==> config.mk <==
export PLATFORM = sky130hd
export DESIGN_NAME = conv2d_engine_cfg
export DESIGN_NICKNAME = d
export VERILOG_FILES = /design/src/rtl/conv2d_engine_cfg.sv
export SDC_FILE = /design/constraint.sdc
export NUM_CORES = 2
export LEC_CHECK = 0
export BUFFER_PORTS_ARGS = -buffer_cell sky130_fd_sc_hd__buf_2
export CORE_UTILIZATION = 35
export CTS_CLUSTER_SIZE = 30
export DETAILED_ROUTE_END_ITERATION = 10
export SYNTH_ARGS = -nofsm -noshare
export SYNTH_HDL_FRONTEND = slang
export SYNTH_SLANG_ARGS = --single-unit
==> constraint.sdc <==
create_clock -name clk -period 9.6 [get_ports clk]
set_input_delay 1.92 -clock clk [delete_from_list [all_inputs] [get_ports clk]]
set_output_delay 1.92 -clock clk [all_outputs]
set_load 0.05 [all_outputs]
==> src/rtl/conv2d_engine_cfg.sv <==
// 3x3 streaming valid-mode convolution with loadable signed kernel, optional ReLU and frame-end flags.
// Latency: 4 cycles from window-completing pixel to result; no backpressure, pixel_valid gaps only stall the window.
module conv2d_engine_cfg #(
  parameter int IMG_WIDTH  = 32,
  parameter int IMG_HEIGHT = 32,
  parameter int PIXEL_W    = 8,
  parameter int WEIGHT_W   = 8,
  localparam int OUT_W     = PIXEL_W + WEIGHT_W + 5
) (
  input  logic                       clk,
  input  logic                       rst,
  input  logic                       start_signal,
  input  logic                       relu_en,
  input  logic                       weight_wr_en,
  input  logic [3:0]                 weight_addr,
  input  logic signed [WEIGHT_W-1:0] weight_data,
  input  logic [PIXEL_W-1:0]         pixel_in,
  input  logic                       pixel_valid,
  output logic signed [OUT_W-1:0]    result_out,
  output logic                       result_valid,
  output logic                       result_last,
  output logic                       busy,
  output logic                       done_signal
);

  localparam int PROD_W = PIXEL_W + WEIGHT_W + 1;
  localparam int XW     = $clog2(IMG_WIDTH);
  localparam int YW     = $clog2(IMG_HEIGHT);

  typedef enum logic [1:0] {IDLE, RUN, DRAIN, DONE} state_t;

  state_t                      state;
  logic [XW-1:0]               cnt_x;
  logic [YW-1:0]               cnt_y;
  logic [1:0]                  drain_cnt;
  logic                        relu_q;
  logic signed [WEIGHT_W-1:0]  kern [9];
  logic [PIXEL_W-1:0]          lb1 [IMG_WIDTH];
  logic [PIXEL_W-1:0]          lb2 [IMG_WIDTH];
  logic [PIXEL_W-1:0]          win [3][3];
  logic signed [PROD_W-1:0]    prod [3][3];
  logic signed [OUT_W-1:0]     row_sum [3];
  logic signed [OUT_W-1:0]     total;
  logic                        v0, v1, v2, v3;
  logic                        l0, l1, l2, l3;

  logic accept, x_last, y_last, win_done;

  assign accept   = (state == RUN) && pixel_valid;
  assign x_last   = (cnt_x == XW'(IMG_WIDTH - 1));
  assign y_last   = (cnt_y == YW'(IMG_HEIGHT - 1));
  assign win_done = accept && (cnt_x >= XW'(2)) && (cnt_y >= YW'(2));

  function automatic logic signed [PROD_W-1:0] mul(input logic [PIXEL_W-1:0] p,
                                                   input logic signed [WEIGHT_W-1:0] w);
    logic signed [PROD_W-1:0] pe, we;
    pe = $signed({{(PROD_W - PIXEL_W){1'b0}}, p});
    we = {{(PROD_W - WEIGHT_W){w[WEIGHT_W-1]}}, w};
    return pe * we;
  endfunction

  function automatic logic signed [OUT_W-1:0] sx(input logic signed [PROD_W-1:0] v);
    return {{(OUT_W - PROD_W){v[PROD_W-1]}}, v};
  endfunction

  always_ff @(posedge clk or negedge rst) begin
    if (!rst) begin
      state       <= IDLE;
      cnt_x       <= '0;
      cnt_y       <= '0;
      drain_cnt   <= '0;
      relu_q      <= 1'b0;
      busy        <= 1'b0;
      done_signal <= 1'b0;
    end else begin
      done_signal <= 1'b0;
      case (state)
        IDLE: if (start_signal) begin
          state  <= RUN;
          relu_q <= relu_en;
          cnt_x  <= '0;
          cnt_y  <= '0;
          busy   <= 1'b1;
        end
        RUN: if (pixel_valid) begin
          if (x_last) begin
            cnt_x <= '0;
            if (y_last) begin
              state     <= DRAIN;
              drain_cnt <= 2'd3;
            end else begin
              cnt_y <= cnt_y + 1'b1;
            end
          end else begin
            cnt_x <= cnt_x + 1'b1;
          end
        end
        DRAIN: if (drain_cnt == 2'd0) state <= DONE;
               else drain_cnt <= drain_cnt - 1'b1;
        DONE: begin
          state       <= IDLE;
          busy        <= 1'b0;
          done_signal <= 1'b1;
        end
        default: state <= IDLE;
      endcase
    end
  end

  // Kernel resets to Sobel-X; index is row*3+col with row 0 the oldest line.
  always_ff @(posedge clk or negedge rst) begin
    if (!rst) begin
      kern[0] <= WEIGHT_W'(1);  kern[1] <= '0; kern[2] <= WEIGHT_W'(-1);
      kern[3] <= WEIGHT_W'(2);  kern[4] <= '0; kern[5] <= WEIGHT_W'(-2);
      kern[6] <= WEIGHT_W'(1);  kern[7] <= '0; kern[8] <= WEIGHT_W'(-1);
    end else if (state == IDLE && weight_wr_en && weight_addr < 4'd9) begin
      kern[weight_addr] <= weight_data;
    end
  end

  always_ff @(posedge clk) begin
    if (accept) begin
      lb2[cnt_x] <= lb1[cnt_x];
      lb1[cnt_x] <= pixel_in;
    end
  end

  always_ff @(posedge clk or negedge rst) begin
    if (!rst) begin
      for (int r = 0; r < 3; r++) begin
        for (int c = 0; c < 3; c++) begin
          win[r][c]  <= '0;
          prod[r][c] <= '0;
        end
        row_sum[r] <= '0;
      end
      total        <= '0;
      result_out   <= '0;
      {v0, v1, v2, v3, l0, l1, l2, l3} <= '0;
      result_valid <= 1'b0;
      result_last  <= 1'b0;
    end else begin
      if (accept) begin
        for (int r = 0; r < 3; r++)
          for (int c = 0; c < 2; c++)
            win[r][c] <= win[r][c+1];
        win[0][2] <= lb2[cnt_x];
        win[1][2] <= lb1[cnt_x];
        win[2][2] <= pixel_in;
      end
      v0 <= win_done;
      l0 <= win_done && x_last && y_last;
      for (int r = 0; r < 3; r++) begin
        for (int c = 0; c < 3; c++)
          prod[r][c] <= mul(win[r][c], kern[r*3 + c]);
        row_sum[r] <= sx(prod[r][0]) + sx(prod[r][1]) + sx(prod[r][2]);
      end
      total        <= row_sum[0] + row_sum[1] + row_sum[2];
      result_out   <= (relu_q && total[OUT_W-1]) ? '0 : total;
      v1 <= v0;  v2 <= v1;  v3 <= v2;  result_valid <= v3;
      l1 <= l0;  l2 <= l1;  l3 <= l2;  result_last  <= l3;
    end
  end

endmodule

Word-level counts from Yosys, hierarchy flattened
Memory sizes are Yosys's and may differ from the RTL's. A register that Yosys moved wholly into a read port is not among the register bits. Index checks and enable logic that the tools add are counted.

Equal/unequal tests: 12. Reduce and logical (&&, ||, !) cells: 21. Shift operators: 0. Multipliers: 9. Order comparisons: 5. Bitwise logic cells: 1. $add $sub $neg: 11. Muxes and demuxes: 28. Div/mod/pow operators: 0.

Operator list (number): $mul 9x8->17 (9); $bwmux 72 (1); $add 18x17->19 (3); $add 17x17->18 (3); $demux 8 s4 (1); $mux 5 (6); $add 20x19->21 (1); $mux 21 (1); $add 19x19->20 (1); $pmux 5 s2 (2); $mux 2 (9); $reduce_and 5->1 (3); $ne 2x2->1 const B (7); $add 5x1->5 const B (2); $eq 5x5->1 const B (2); $ge 5x2->1 const B (2); $logic_and 1x1->1 (9); $mux 8 (1); $pmux 2 s4 (1); $reduce_bool 2->1 (3); $ge 5x5->1 const B (1); $lt 5x1->1 const B (1); $not 4->5 (1); $eq 2x2->1 const B (2); 10 further kinds (15).

Bits in read-only memories: 0. Logic and storage cells: 137. Register bits: 415. Input port bits: 26. Bits in latches: 0. Bits in writable memories: 512. Memories: 2. Output and inout bits: 25.

Memory list: lb1 (depth 32, bits a word 8, read ports 1, clocked after Yosys merged registers in 0, wr ports 1, RTL line 38) `logic [PIXEL_W-1:0] lb1 [IMG_WIDTH];`; lb2 (depth 32, bits a word 8, read ports 1, clocked after Yosys merged registers in 1, wr ports 1, RTL line 39) `logic [PIXEL_W-1:0] lb2 [IMG_WIDTH];`.

Logic depth before layout (Yosys ltp)
Depth in word-level cells: 6. Gate-level depth with buffers: 19. Gate-level depth less buffers: 18.

Least setup slack after synthesis
No wires, ideal clock.

Path type: register to register. From: reg win[47] in the netlist's numbering. To: reg prod[99] in the netlist's numbering. Library setup time: 0.069 ns. Stages on the path, launching flop included: 17. Arrival: 4.404 ns. Path buffers: 1. Setup slack: 5.127 ns. Clock period less this slack: 4.473 ns. Data required time: 9.531 ns. Path through: dfrtp_1 clkbuf_1 nand2_1 fa_1 fa_1 inv_1 fa_1 inv_1 fa_1 inv_1 ha_1 o21a_1 o31a_1 or4_1 a31o_1 or4_1 nand3_1.

Cells in the longest elaborated chain, start to end: 1.

RTL lines: start, declared (RTL line 40) `logic [PIXEL_W-1:0] win [3][3];`; start signal, assigned by index (RTL line 146) `win[r][c] <= win[r][c+1];`; $mul 9x8->17 (RTL line 59) `return pe * we;`; end signal, assigned by index (RTL line 155) `prod[r][c] <= mul(win[r][c], kern[r*3 + c]);`; end, declared (RTL line 41) `logic signed [PROD_W-1:0] prod [3][3];`.

No other way between the ends. A chain may end at the register's enable or synchronous reset.

Worst setup path in the final report
From: reg kern[71] in the netlist's numbering. To: reg prod[152] in the netlist's numbering.

Cells in the longest elaborated chain, start to end: 1.

RTL lines: start, declared (RTL line 37) `logic signed [WEIGHT_W-1:0] kern [9];`; start signal, assigned by index (RTL line 117) `kern[weight_addr] <= weight_data;`; $mul 9x8->17 (RTL line 59).

No other way between the ends.

==> summary.txt <==
Floorplan
  • Initial cell density of the core: 35.29%
  • Die X-Extent: 407.1 um
  • Top-Level Pins: 51
  • Full die area: 0.1658 mm2
  • Core ar.: 0.1628 mm2
  • Standard-cell rows: 148
  • Die outline height: 407.1 um

Route
  • Remaining number of nets flagged by the antenna check after routing: 0
  • Initial DRC Count: 2528
  • Wire length per cell after detailed routing: 19.27 um
  • Vias post-DR: 34910
  • Count of TritonRoute iterations in the first routing pass: 5
  • Via density per instance: 4.942
  • Final Routed Wirelength: 136.1 mm
  • DRC viols: 0

Worst hold path
  • Hold WC Path Type: register to register
  • Hold Crit Endpoint: v3
  • Worst min-delay path startpoint: v2
  • Hold-critical path depth: 0

STA
  • Number of setup violations in the final report: 0
  • Final worst setup slack: 4.876 ns
  • Number of max-slew violations in the final report: 0
  • Setup TNS after final layout: 0 ns
  • Total count of hold-check failures in the final report: 0
  • Max Fclk: 0.2117 GHz
  • Pin slew with the least headroom to its limit: 1.303 ns
  • Worst slew margin: 12.36%
  • Minimum clock period: 4.724 ns
  • Share of the clock period used by the worst path after layout: 49.21%
  • Setup repair after global routing missed its margin: no
  • Worst setup skew after layout: 0.04911 ns

Synth
  • Number of warnings reported in the yosys synthesis log: 0
  • Top FF cell, synth: sky130_fd_sc_hd__edfxtp_1
  • Async set or reset register ratio after synthesis: 45.24%
  • Area of the mapped netlist: 0.05745 mm2
  • EDFF count, synth: 512
  • Syn Inst Count: 4727
  • Sequential share of the synthesized area: 45.24%
  • Netlist cell types: 84
  • Mean post-synth cell area: 12.15 um2
  • Register bit count reported by yosys: 935
  • Net count of the mapped netlist: 5630

Finish
  • Commonest cells after routing, fill and taps aside: sky130_fd_sc_hd__inv_1, sky130_fd_sc_hd__edfxtp_1, sky130_fd_sc_hd__ha_1, sky130_fd_sc_hd__nand2_1, sky130_fd_sc_hd__fa_1
  • Layout filler cell count: 15490
  • Final layout net count: 5705
  • Design Area, Final: 0.06378 mm2
  • Sequential cell area in the final layout: 0.02600 mm2
  • Fraction of final layout cells sized beyond drive strength 1: 8.673%
  • Layout area overhead: 11.02%
  • Total area of multi-input combinational cells: 0.02882 mm2
  • Most common cell after layout, fill and taps aside: sky130_fd_sc_hd__inv_1

Place
  • HPWL Detailed: 97.43 mm
  • Worst-case setup slack after placement: 4.894 ns
  • PortBufs: 50
  • GPL Wtd Cong: 0.8405
  • Placed Instance Area: 0.06034 mm2

Worst setup path
  • Sort of element at the start of the critical path: register
  • Arrival @ worst endpoint: 5.30 ns
  • R2R Path End: prod[152]
  • Class of the most critical setup path: register to register
  • Startpoint of the worst-slack reg-to-reg timing path: kern[71]
  • Cell with the biggest individual delay on the critical path: sky130_fd_sc_hd__fa_1
  • Endpoint required time on the critical path: 10.18 ns
  • Crit path capture type: register
  • Length in cells of the worst reg-to-reg path: 14
  • Critical Path Fanout Max: 7
  • Worst R2R Setup Slack: 4.88 ns
  • Max incr delay on CP: 0.54 ns
  • Worst-path cell chain: inv_1, fa_1, fa_1, inv_1, fa_1, inv_1, fa_1, inv_1, ha_1, o21ai_0, a21oi_1, o41ai_2, mux2i_1, a2111oi_0

Global route
  • Initial antenna violation count: 7
  • Overflow left after global routing: 0
  • Pin count of the biggest net entering global routing: 167
  • Number of global-route vias before repair: 35510
  • Global router's overall resource usage: 16.45%
  • Wire length of the first global-routing pass: 211.6 mm

CTS
  • Clock insertion delay at the later pin of the skew report: 0.74 ns
  • Number of sinks handled by clock tree synthesis: 935
  • Deepest level of the CTS H-tree: 3
  • Post-CTS setup buffers: 0
  • Cell at the root of the clock tree: sky130_fd_sc_hd__clkbuf_16
  • TritonCTS clock tree: done
  • Clk pin slew, worst setup/hold paths: 0.07 ns
  • Clock buffer count from CTS: 100
  • Number of hold-repair buffers added at the cts stage: 0
  • CTS resizes: 0
  • Maximum count of clock buffers along a single path: 3

Job
  • Max-cap viol count: 0

Outcome
  • Status: finished clean
[flip-flops by register name (all words and copies together), names as in the netlist, 2 cells and up]
signal	count
win	72
prod	153
drain_cnt	2
total	21
cnt_x	5
kern	72
state	2
result_out	21
cnt_y	5
row_sum	57
lb2	256
lb1	256
[area by class of cell]
type,instances,area share (%)
Inverter,572,3.366
Sequential cell,935,40.76
Multi-Input combinational cell,3095,45.18
Antenna cell,1,0.003923
Clock inverter,60,1.203
Timing Repair Buffer,98,1.032
Tap cell,2175,4.267
Clock buffer,129,4.188
[metal layers]
metal	wire (um)	up-vias	global-route usage [%]
li1	-	16280	-
met1	63330	17710	23.20
met2	62260	732	25.98
met3	6979	181	2.985
met4	3485	10	4.346
met5	57	-	0
[worst max-delay path, delay by kind of cell, from the launching register on]
family,cells,cell delay [ns]
multiplexers,1,0.16
AO/OA/AOI/OAI,4,1.27
buffers and inverters,4,0.31
adder cells (fa/ha/maj),5,2.33
flip-flops,1,0.48
[stage by stage]
stage          utilization [%]  instances  hold WS [ns]
2_1_floorplan                -       4727        0.3312
3_3_place_gp             37.07       6875        0.3370
3_5_place_dp             37.07       6875        0.3347
4_1_cts                  39.18       7064        0.3495
5_1_grt                  39.18       7064        0.3599
6_report                 39.19       7065        0.3481
[synthesized netlist by cell type (26+ instances only)]
| cell | instances | area, um2 |
|---|---|---|
| sky130_fd_sc_hd__a21oi_1 | 106 | 530.5 |
| sky130_fd_sc_hd__and2_1 | 392 | 2452 |
| sky130_fd_sc_hd__o22ai_1 | 66 | 412.9 |
| sky130_fd_sc_hd__mux2_2 | 71 | 799.5 |
| sky130_fd_sc_hd__nand2b_1 | 46 | 287.8 |
| sky130_fd_sc_hd__nor3_1 | 48 | 240.2 |
| sky130_fd_sc_hd__mux4_2 | 56 | 1261 |
| sky130_fd_sc_hd__dfrtp_1 | 397 | 9935 |
| sky130_fd_sc_hd__nor2b_1 | 44 | 275.3 |
| sky130_fd_sc_hd__a21o_1 | 45 | 337.8 |
| sky130_fd_sc_hd__nor2_1 | 188 | 705.7 |
| sky130_fd_sc_hd__fa_1 | 407 | 8148 |
| sky130_fd_sc_hd__dfstp_2 | 26 | 683.2 |
| sky130_fd_sc_hd__o21ai_1 | 28 | 140.1 |
| sky130_fd_sc_hd__xnor2_1 | 109 | 954.7 |
| sky130_fd_sc_hd__edfxtp_1 | 512 | 15370 |
| sky130_fd_sc_hd__clkbuf_1 | 92 | 345.3 |
| sky130_fd_sc_hd__mux2i_1 | 152 | 1521 |
| sky130_fd_sc_hd__inv_1 | 571 | 2143 |
| sky130_fd_sc_hd__o21ai_0 | 58 | 290.3 |
| sky130_fd_sc_hd__nand3_1 | 37 | 185.2 |
| sky130_fd_sc_hd__nand2_1 | 418 | 1569 |
| sky130_fd_sc_hd__a31oi_1 | 34 | 212.7 |
| sky130_fd_sc_hd__o21bai_1 | 27 | 202.7 |
| sky130_fd_sc_hd__xor2_1 | 35 | 306.5 |
| sky130_fd_sc_hd__ha_1 | 470 | 5881 |
[worst max path at each step]
stage,cells after the start,endpoint,startpoint
2_1_floorplan,16,prod[99],win[47]
3_5_place_dp,14,prod[152],kern[64]
4_1_cts,14,prod[152],kern[64]
6_report,14,prod[152],kern[71]
3_3_place_gp,15,prod[99],kern[41]
5_1_grt,14,prod[152],kern[71]
[cell families (layout without fill, tap and decap cells)]
group                    Yosys count  after routing  share of synthesized area (%)
adder cells (fa/ha/maj)          877            877                          24.42
other                              0              1                              0
buffers and inverters            697            859                          4.606
AND/OR/NAND/NOR                 1265           1265                          11.08
multiplexers                     282            282                          6.294
flip-flops                       935            935                          45.24
XOR/XNOR                         144            144                          2.195
AO/OA/AOI/OAI                    527            527                          6.157
Power is left out: the tool's default activity adds up to more than one toggle a clock period on the data nets, which glitch-free logic cannot reach.
